--- src/rtl/rv_alu_pkg.sv ---
// Shared types and constants for the RV32I ALU.
//   XLEN     : operand/result width
//   SHAMT_W  : low bits of B used as shift amount
//   alu_op_e : ALUOp encoding ({funct7[5], funct3}-style)
package rv_alu_pkg;

    localparam int unsigned XLEN    = 32;
    localparam int unsigned SHAMT_W = 5;

    typedef enum logic [3:0] {
        ALU_ADD  = 4'b0000,
        ALU_SLL  = 4'b0001,
        ALU_SLT  = 4'b0010,
        ALU_SLTU = 4'b0011,
        ALU_XOR  = 4'b0100,
        ALU_SRL  = 4'b0101,
        ALU_OR   = 4'b0110,
        ALU_AND  = 4'b0111,
        ALU_SUB  = 4'b1000,
        ALU_SRA  = 4'b1101,
        ALU_MOV  = 4'b1111
    } alu_op_e;

endpackage

--- src/rtl/rv_alu_core.sv ---
// Combinational ALU core: (A, B, op) -> result, illegal.
// Ports:
//   a_i, b_i     : operands (two's complement)
//   alu_op_i     : operation select (alu_op_e encoding)
//   result_c_o   : combinational result (0 for undefined ops)
//   illegal_c_o  : combinational flag, op is not a defined encoding
module rv_alu_core
    import rv_alu_pkg::*;
#(
    parameter int unsigned W     = XLEN,
    parameter int unsigned SH_W  = SHAMT_W
) (
    input  logic [W-1:0] a_i,
    input  logic [W-1:0] b_i,
    input  logic [3:0]   alu_op_i,
    output logic [W-1:0] result_c_o,
    output logic         illegal_c_o
);

    logic [SH_W-1:0] shamt;
    logic            lt_signed;
    logic            lt_unsigned;

    // Only the low bits of B select the shift distance.
    assign shamt       = b_i[SH_W-1:0];
    assign lt_signed   = $signed(a_i) < $signed(b_i);
    assign lt_unsigned = a_i < b_i;

    // Operation decode; defaults cover the undefined encodings.
    always_comb begin
        result_c_o  = '0;
        illegal_c_o = 1'b0;
        case (alu_op_e'(alu_op_i))
            ALU_ADD:  result_c_o = a_i + b_i;
            ALU_SUB:  result_c_o = a_i - b_i;
            ALU_SLL:  result_c_o = a_i << shamt;
            ALU_SLT:  result_c_o = W'(lt_signed);
            ALU_SLTU: result_c_o = W'(lt_unsigned);
            ALU_XOR:  result_c_o = a_i ^ b_i;
            ALU_SRL:  result_c_o = a_i >> shamt;
            ALU_SRA:  result_c_o = W'($signed(a_i) >>> shamt);
            ALU_OR:   result_c_o = a_i | b_i;
            ALU_AND:  result_c_o = a_i & b_i;
            ALU_MOV:  result_c_o = b_i;
            default:  illegal_c_o = 1'b1;
        endcase
    end

endmodule

--- src/rtl/rv_alu.sv ---
// RV32I ALU with a one-cycle registered output stage.
// Ports:
//   clk, rst   : core clock, synchronous active-high reset
//   A, B       : operands; shift amount in B[SHAMT_W-1:0]
//   ALUOp      : operation select
//   in_valid   : operands/op valid this cycle
//   ALURes     : registered result
//   out_valid  : in_valid delayed one cycle
//   zero       : registered, ALURes == 0
//   illegal_op : registered, ALUOp was undefined
module rv_alu
    import rv_alu_pkg::*;
#(
    parameter int unsigned XLEN_P    = XLEN,
    parameter int unsigned SHAMT_W_P = SHAMT_W
) (
    input  logic              clk,
    input  logic              rst,
    input  logic [XLEN_P-1:0] A,
    input  logic [XLEN_P-1:0] B,
    input  logic [3:0]        ALUOp,
    input  logic              in_valid,
    output logic [XLEN_P-1:0] ALURes,
    output logic              out_valid,
    output logic              zero,
    output logic              illegal_op
);

    logic [XLEN_P-1:0] res_c;
    logic              illegal_c;

    logic [XLEN_P-1:0] res_d, res_q;
    logic              zero_d, zero_q;
    logic              illegal_d, illegal_q;
    logic              valid_q;

    rv_alu_core #(
        .W    (XLEN_P),
        .SH_W (SHAMT_W_P)
    ) u_core (
        .a_i         (A),
        .b_i         (B),
        .alu_op_i    (ALUOp),
        .result_c_o  (res_c),
        .illegal_c_o (illegal_c)
    );

    // Capture a new result only on valid input; otherwise hold.
    always_comb begin
        res_d     = res_q;
        zero_d    = zero_q;
        illegal_d = illegal_q;
        if (in_valid) begin
            res_d     = res_c;
            zero_d    = (res_c == '0);
            illegal_d = illegal_c;
        end
    end

    // Output registers; reset wins over a same-cycle operation.
    always_ff @(posedge clk) begin
        if (rst) begin
            res_q     <= '0;
            zero_q    <= 1'b1;
            illegal_q <= 1'b0;
            valid_q   <= 1'b0;
        end else begin
            res_q     <= res_d;
            zero_q    <= zero_d;
            illegal_q <= illegal_d;
            valid_q   <= in_valid;
        end
    end

    assign ALURes     = res_q;
    assign zero       = zero_q;
    assign illegal_op = illegal_q;
    assign out_valid  = valid_q;

endmodule

--- config.mk ---
export PLATFORM = sky130hd
export DESIGN_NAME = rv_alu
export DESIGN_NICKNAME = d
export VERILOG_FILES = /design/src/rtl/rv_alu_pkg.sv /design/src/rtl/rv_alu_core.sv /design/src/rtl/rv_alu.sv
export SDC_FILE = /design/constraint.sdc
export NUM_CORES = 1
export LEC_CHECK = 0
export BUFFER_PORTS_ARGS = -buffer_cell sky130_fd_sc_hd__buf_2
export CORE_MARGIN = 1.5
export CORE_UTILIZATION = 48
export CTS_BUF_LIST = sky130_fd_sc_hd__clkbuf_16
export CTS_CLUSTER_SIZE = 14
export DETAILED_ROUTE_END_ITERATION = 10
export PLACE_DENSITY_LB_ADDON = 0.05
export SLEW_MARGIN = 25
export SYNTH_ARGS = -nofsm -noshare
export SYNTH_HDL_FRONTEND = slang
export SYNTH_SLANG_ARGS = --single-unit
--- constraint.sdc ---
create_clock -name clk -period 6.76 [get_ports clk]
set_input_delay 1.014 -clock clk [delete_from_list [all_inputs] [get_ports clk]]
set_output_delay 1.014 -clock clk [all_outputs]
set_load 0.05 [all_outputs]
== Yosys cells after proc, flatten, opt, wreduce, memory -nomap -nowiden ==
Index checks and enable logic that the tools add are counted.
Operators by class
  add/sub/neg operators: 2
  $mul: 0
  divide/modulo/power cells: 0
  magnitude comparators: 2
  equality and inequality tests: 10
  shift-type cells: 3
  muxes and demuxes: 2
  bitwise gates (word level): 3
  reduce and logical (&&, ||, !) cells: 3
Operators by type and width (number)
  $pmux 32 s11: 1
  $lt 32x32->1: 2
  $add 32x32->32: 1
  $and 32x32->32: 1
  $logic_not 32->1: 1
  $or 32x32->32: 1
  $shl 32x5->32: 1
  $shr 32x5->32: 1
  $sshr 32x5->32: 1
  $sub 32x32->32: 1
  $xor 32x32->32: 1
  $eq 4x3->1 const B: 4
  $eq 4x4->1 const B: 3
  $reduce_or 11->1: 1
  $eq 4x2->1 const B: 2
  $eq 4x1->1 const B: 1
  $logic_not 4->1: 1
  $mux 1: 1
Word-level totals
  register bits: 35
  bits in latches: 0
  bits in writable memories: 0
  bits in read-only memories: 0
  input port bits: 71
  output and inout port bits: 35
  logic and storage cells: 29
  memories kept: 0

== Depth between registers and ports, before layout ==
  depth in word-level cells: 3
  depth in mapped cells: 18

== Modules after synthesis ==
Synthesis repeated with hierarchy kept, for this count alone.
Unflattened totals
  cell total of the unflattened synthesis: 1492
  area, all modules: 10277.4 um2
Modules (own cells, without submodules)
  rv_alu_core: instances 1, cells an instance 1367, area an instance 8981.1 um2
  rv_alu: instances 1, cells an instance 125, area an instance 1296.2 um2

== Worst setup path before layout ==
Ideal clock, no wire load.
  kind: input to register
  start point: input port B[3]
  end point: register zero_q (netlist: zero)
  library setup time: 96 ps
  data arrival time: 5171 ps
  slack: 1494 ps
  stages: 17
  cells stage by stage: inv_1 -> buf_1 -> clkbuf_1 -> buf_1 -> buf_1 -> ha_1 -> nand2b_1 -> o311ai_0 -> a31oi_1 -> nor3_1 -> or4_1 -> a211o_1 -> nor4b_2 -> nand4_1 -> nor4_2 -> nand4_1 -> o41ai_2
Between the ends
  word-level cells in the longest chain between the ends: 3
  elaborated cells between the ends (all ways): 12
  classes of those cells: add/sub (2); order compare (2); shift (3); mux (1); bitwise (3); reduce/logical (1)
RTL lines
  start: declaration: RTL line rv_alu.sv:20  | input logic [XLEN_P-1:0] B,
  $sub 32x32->32, or another cell as far along: RTL line rv_alu_core.sv:35  | ALU_SUB: result_c_o = a_i - b_i;
  $pmux 32 s11 *: RTL line rv_alu_core.sv:33  | case (alu_op_e'(alu_op_i))
  $logic_not 32->1 *: RTL line rv_alu.sv:55  | zero_d = (res_c == '0);
  end signal: assignment: RTL line rv_alu.sv:69  | zero_q <= zero_d;
  end: declaration: RTL line rv_alu.sv:33  | logic zero_d, zero_q;
Every way passes the cells marked *; elsewhere a longest branch is shown, timed or not.
A chain may end at the register's enable or synchronous reset.

== Worst setup path after layout ==
  start point: input port A[10]
  end point: register zero_q (netlist: zero)
Between the ends
  word-level cells in the longest chain between the ends: 3
  elaborated cells between the ends (all ways): 12
  classes of those cells: add/sub (2); order compare (2); shift (3); mux (1); bitwise (3); reduce/logical (1)
RTL lines
  start: declaration: RTL line rv_alu.sv:19  | input logic [XLEN_P-1:0] A,
  $sub 32x32->32, or another cell as far along: RTL line rv_alu_core.sv:35
  $pmux 32 s11 *: RTL line rv_alu_core.sv:33
  $logic_not 32->1 *: RTL line rv_alu.sv:55
Marks and branches as above.

==> qor.yml <==
p_per_area_nw_per_um2: 127
drtIter0Drc: 2269
cts-root-buf: "clkbuf_16"
setup_violations: 0
outcome: "finished, violations left"
p_int_uw: 734
synthSimpleGateAreaFrac_pct: 24.2
cp-end-kind: "register"
initial_core_util_pct: 49.4
synth_cells: 1583
worst_pin_slew_ps: 1130
syn_area_um2: 11300
overflow: 0
max-slew-margin-rel_pct: 23.8
die_x_um: 156
grt_max_degree: 61
critPathLaunchType: "input port"
cts_resized: 0
switchingPower_uw: 803
grt_setup_unrepaired: "no"
fill_cells: 2327
cp_cell_sequence: "buf_2, inv_1, ha_1, or4_1, or4_1, a21oi_2, nor4_1, or4b_1, a2bb2oi_2, a2111oi_0, nor4_1, nor3b_1, nand4_1, o41ai_2"
port_buffers: 105
cts_max_level: 2
final_net_count: 1778
ir_worst_vdd_mv: 0.220
drcViolationCount: 1
route.vias.total: 14300
multiInputGateArea_um2: 9650
grt_pass1_wl_um: 85100
synth_compound_area_share_pct: 32.3
rows: 55
synthAdderAreaFrac_pct: 11.2
ys.flop_type: "dfxtp_1"
place_hpwl_um: 45400
final-hold-violation-count: 0
synth-edff-count: 0
cts_hold_buf: 0
post-route-util_pct: 52.9
fp.coreArea_um2: 22800
synth-async-reset-ratio_pct: 0
post-cts-setup-buffers: 0
cts_tree: "done"
slew_viol_final: 0
synth_top_family_by_area: "compound AO/OA/AOI/OAI gates"
fp.dieH_um: 156
finalWeightedCongestion: 1.14
tns_ps: 0
synth.distinct_cells: 94
clock-sinks: 35
clk_latency_ps: 280
regArea_um2: 701
drive_gt1_share_pct: 14.9
fin_crit_sh_pct: 84.6
total_power_mw: 1.54
switching_share_pct: 52.3
synthXorXnorAreaFrac_pct: 1.48
clkTransAtPathRegs_ps: 60
track_usage_pct: 47.2
synth_fp_nets: 1754
synthToLayoutAreaGrowth_pct: 7.16
violations: "design-rule violations"
cp_max_fo: 15
n_antenna_cell: 0
p_leak_nw: 5.03
first_pass_iters: 11
ys_seq_elements: 35
comb_power_share_pct: 68.0
dieArea_um2: 24400
clkPwrFrac_pct: 17.0
skew_ps: 0
syn_area_per_cell_um2: 7.12
cts_buffers: 5
cts_buffer_depth: 2
grt_antenna_before_repair: 3
required_ps: 6950
min_period_ps: 5720
min_path_type: "reg2reg"
yosys_warnings: 0
seq_power_share_pct: 15.0
grt_pass1_vias: 13000
fmax_mhz: 175
ys_seq_area_share_pct: 6.21
pin_count: 106
cp.arrival_ps: 5910
drt-total-wl_um: 58600
path_class: "in2reg"
wire_per_inst_um: 30.5
routed_via_density: 7.42
ant_nets: 0
slowest_delay_ps: 660
max_cap_violations: 0
cpMaxStageDelayCell: "nor4_1"
synth_mux_area_share_pct: 16.2
## synth_stat cells (8+ instances only)
master | instances | share of area (%)
a2111oi_0 | 8 | 0.62
a211oi_1 | 45 | 3.0
a21o_1 | 12 | 0.80
a21oi_1 | 113 | 5.0
a221oi_1 | 19 | 1.5
a22oi_1 | 13 | 0.87
a31oi_1 | 20 | 1.1
and2_1 | 12 | 0.67
and3_1 | 10 | 0.55
buf_1 | 19 | 0.63
buf_2 | 16 | 0.71
clkbuf_1 | 77 | 2.6
dfxtp_1 | 35 | 6.2
ha_1 | 98 | 11
inv_1 | 98 | 3.3
mux2_2 | 18 | 1.8
mux2i_1 | 46 | 4.1
mux4_2 | 45 | 9.0
nand2_1 | 137 | 4.6
nand2b_1 | 14 | 0.78
nand3_1 | 35 | 1.6
nand4_1 | 22 | 1.2
nor2_1 | 176 | 5.9
nor2b_1 | 24 | 1.3
nor3_1 | 49 | 2.2
nor4_1 | 16 | 0.89
nor4b_1 | 8 | 0.62
o2111ai_1 | 8 | 0.62
o211ai_1 | 24 | 1.6
o21a_1 | 20 | 1.3
o21ai_0 | 94 | 4.2
o221ai_1 | 10 | 0.78
o22ai_1 | 16 | 0.89
o31ai_1 | 23 | 1.5
o32ai_1 | 8 | 0.62
or2_2 | 8 | 0.44
or3_1 | 14 | 0.78
xnor2_1 | 16 | 1.2
## per-stage QoR
stage | setup slack [ps] | std cells | hold WS [ps] | area (um^2)
floorplan | 1490 | 1583 | 686 | 11300
global placement | 847 | 1913 | 448 | 11900
detailed placement | 916 | 1913 | 454 | 11900
CTS | 1180 | 1921 | 463 | 12100
global route | 929 | 1921 | 489 | 12100
finish | 1040 | 1921 | 462 | 12100
## kinds of logic after synthesis
family	after synthesis
DFF	35
muxes	116
AOI/OAI and AO/OA	528
and+or+nand+nor	561
xor gates and xnor gates	19
buffers and inverters	224
adders and majority gates	100
## cells in the final DEF (no fill, tap or decap), types with 10 or more instances in the layout
cell type	Yosys	routed
o31ai_1	23	23
o22ai_1	16	16
o21ai_0	94	94
a31oi_1	20	20
a21o_1	12	12
nand3_1	35	35
xnor2_1	16	16
and2_1	12	12
buf_4	4	38
nor2b_1	24	24
nand2b_1	14	14
nor4_1	16	16
a211oi_1	45	45
o221ai_1	10	10
nand4_1	22	22
mux2_2	18	18
o21a_1	20	20
mux4_2	45	45
ha_1	98	98
a21oi_1	113	113
a221oi_1	19	19
o211ai_1	24	24
inv_1	98	98
nor3_1	49	49
nand2_1	137	137
dfxtp_1	35	35
mux2i_1	46	46
nor2_1	176	176
or3_1	14	14
a22oi_1	13	13
and3_1	10	10
buf_2	16	103
## worst paths after layout
check / startpoint / end / slack, ps / cells after the start
worst max-delay path: A[10] / zero / 1040 / 14
worst min-delay path: ALURes[15] / ALURes[15] / 460 / 2
worst max register to register: zero / zero / 6040 / 2
worst min register to register: ALURes[15] / ALURes[15] / 460 / 2
## worst max-delay path: cells and delay by family
| kind | cells | cell delay (ps) |
|---|---|---|
| and+or+nand+nor | 7 | 2930 |
| AOI/OAI and AO/OA | 4 | 1030 |
| adders and majority gates | 1 | 530 |
| buffers and inverters | 2 | 390 |
## state kept, by name, summed over array words and instances, names as in the netlist
| name | count |
|---|---|
| ALURes | 32 |
| illegal_op | 1 |
| out_valid | 1 |
| zero | 1 |
## power groups by stage
stage / sequential (mW) / combinational [mW] / clock, mW
after detailed placement: 0.235 / 0.990 / 0
after floorplan: 0.291 / 0.613 / 0
after CTS: 0.231 / 0.994 / 0.262
final: 0.231 / 1.05 / 0.261
after global routing: 0.232 / 1.09 / 0.272
after global placement: 0.234 / 0.990 / 0
## area by class of cell
| class | instances | area share (%) |
|---|---|---|
| clock inverter | 3 | 0.362 |
| sequential | 35 | 5.80 |
| timing repair buffer | 141 | 6.63 |
| inverter | 100 | 3.11 |
| clock buffer | 5 | 1.04 |
| tap | 313 | 3.24 |
| multi-input combinational | 1324 | 79.8 |
## routing by layer
| metal | GRT usage (%) | up-vias | wire length (um) |
|---|---|---|---|
| met5 | 0 | - | 13 |
| met4 | 25.6 | 2 | 3650 |
| met3 | 10.8 | 236 | 8210 |
| met2 | 71.1 | 1235 | 24500 |
| met1 | 62.2 | 6733 | 22300 |
| li1 | - | 6055 | - |
(Power assumes the default switching activity.)
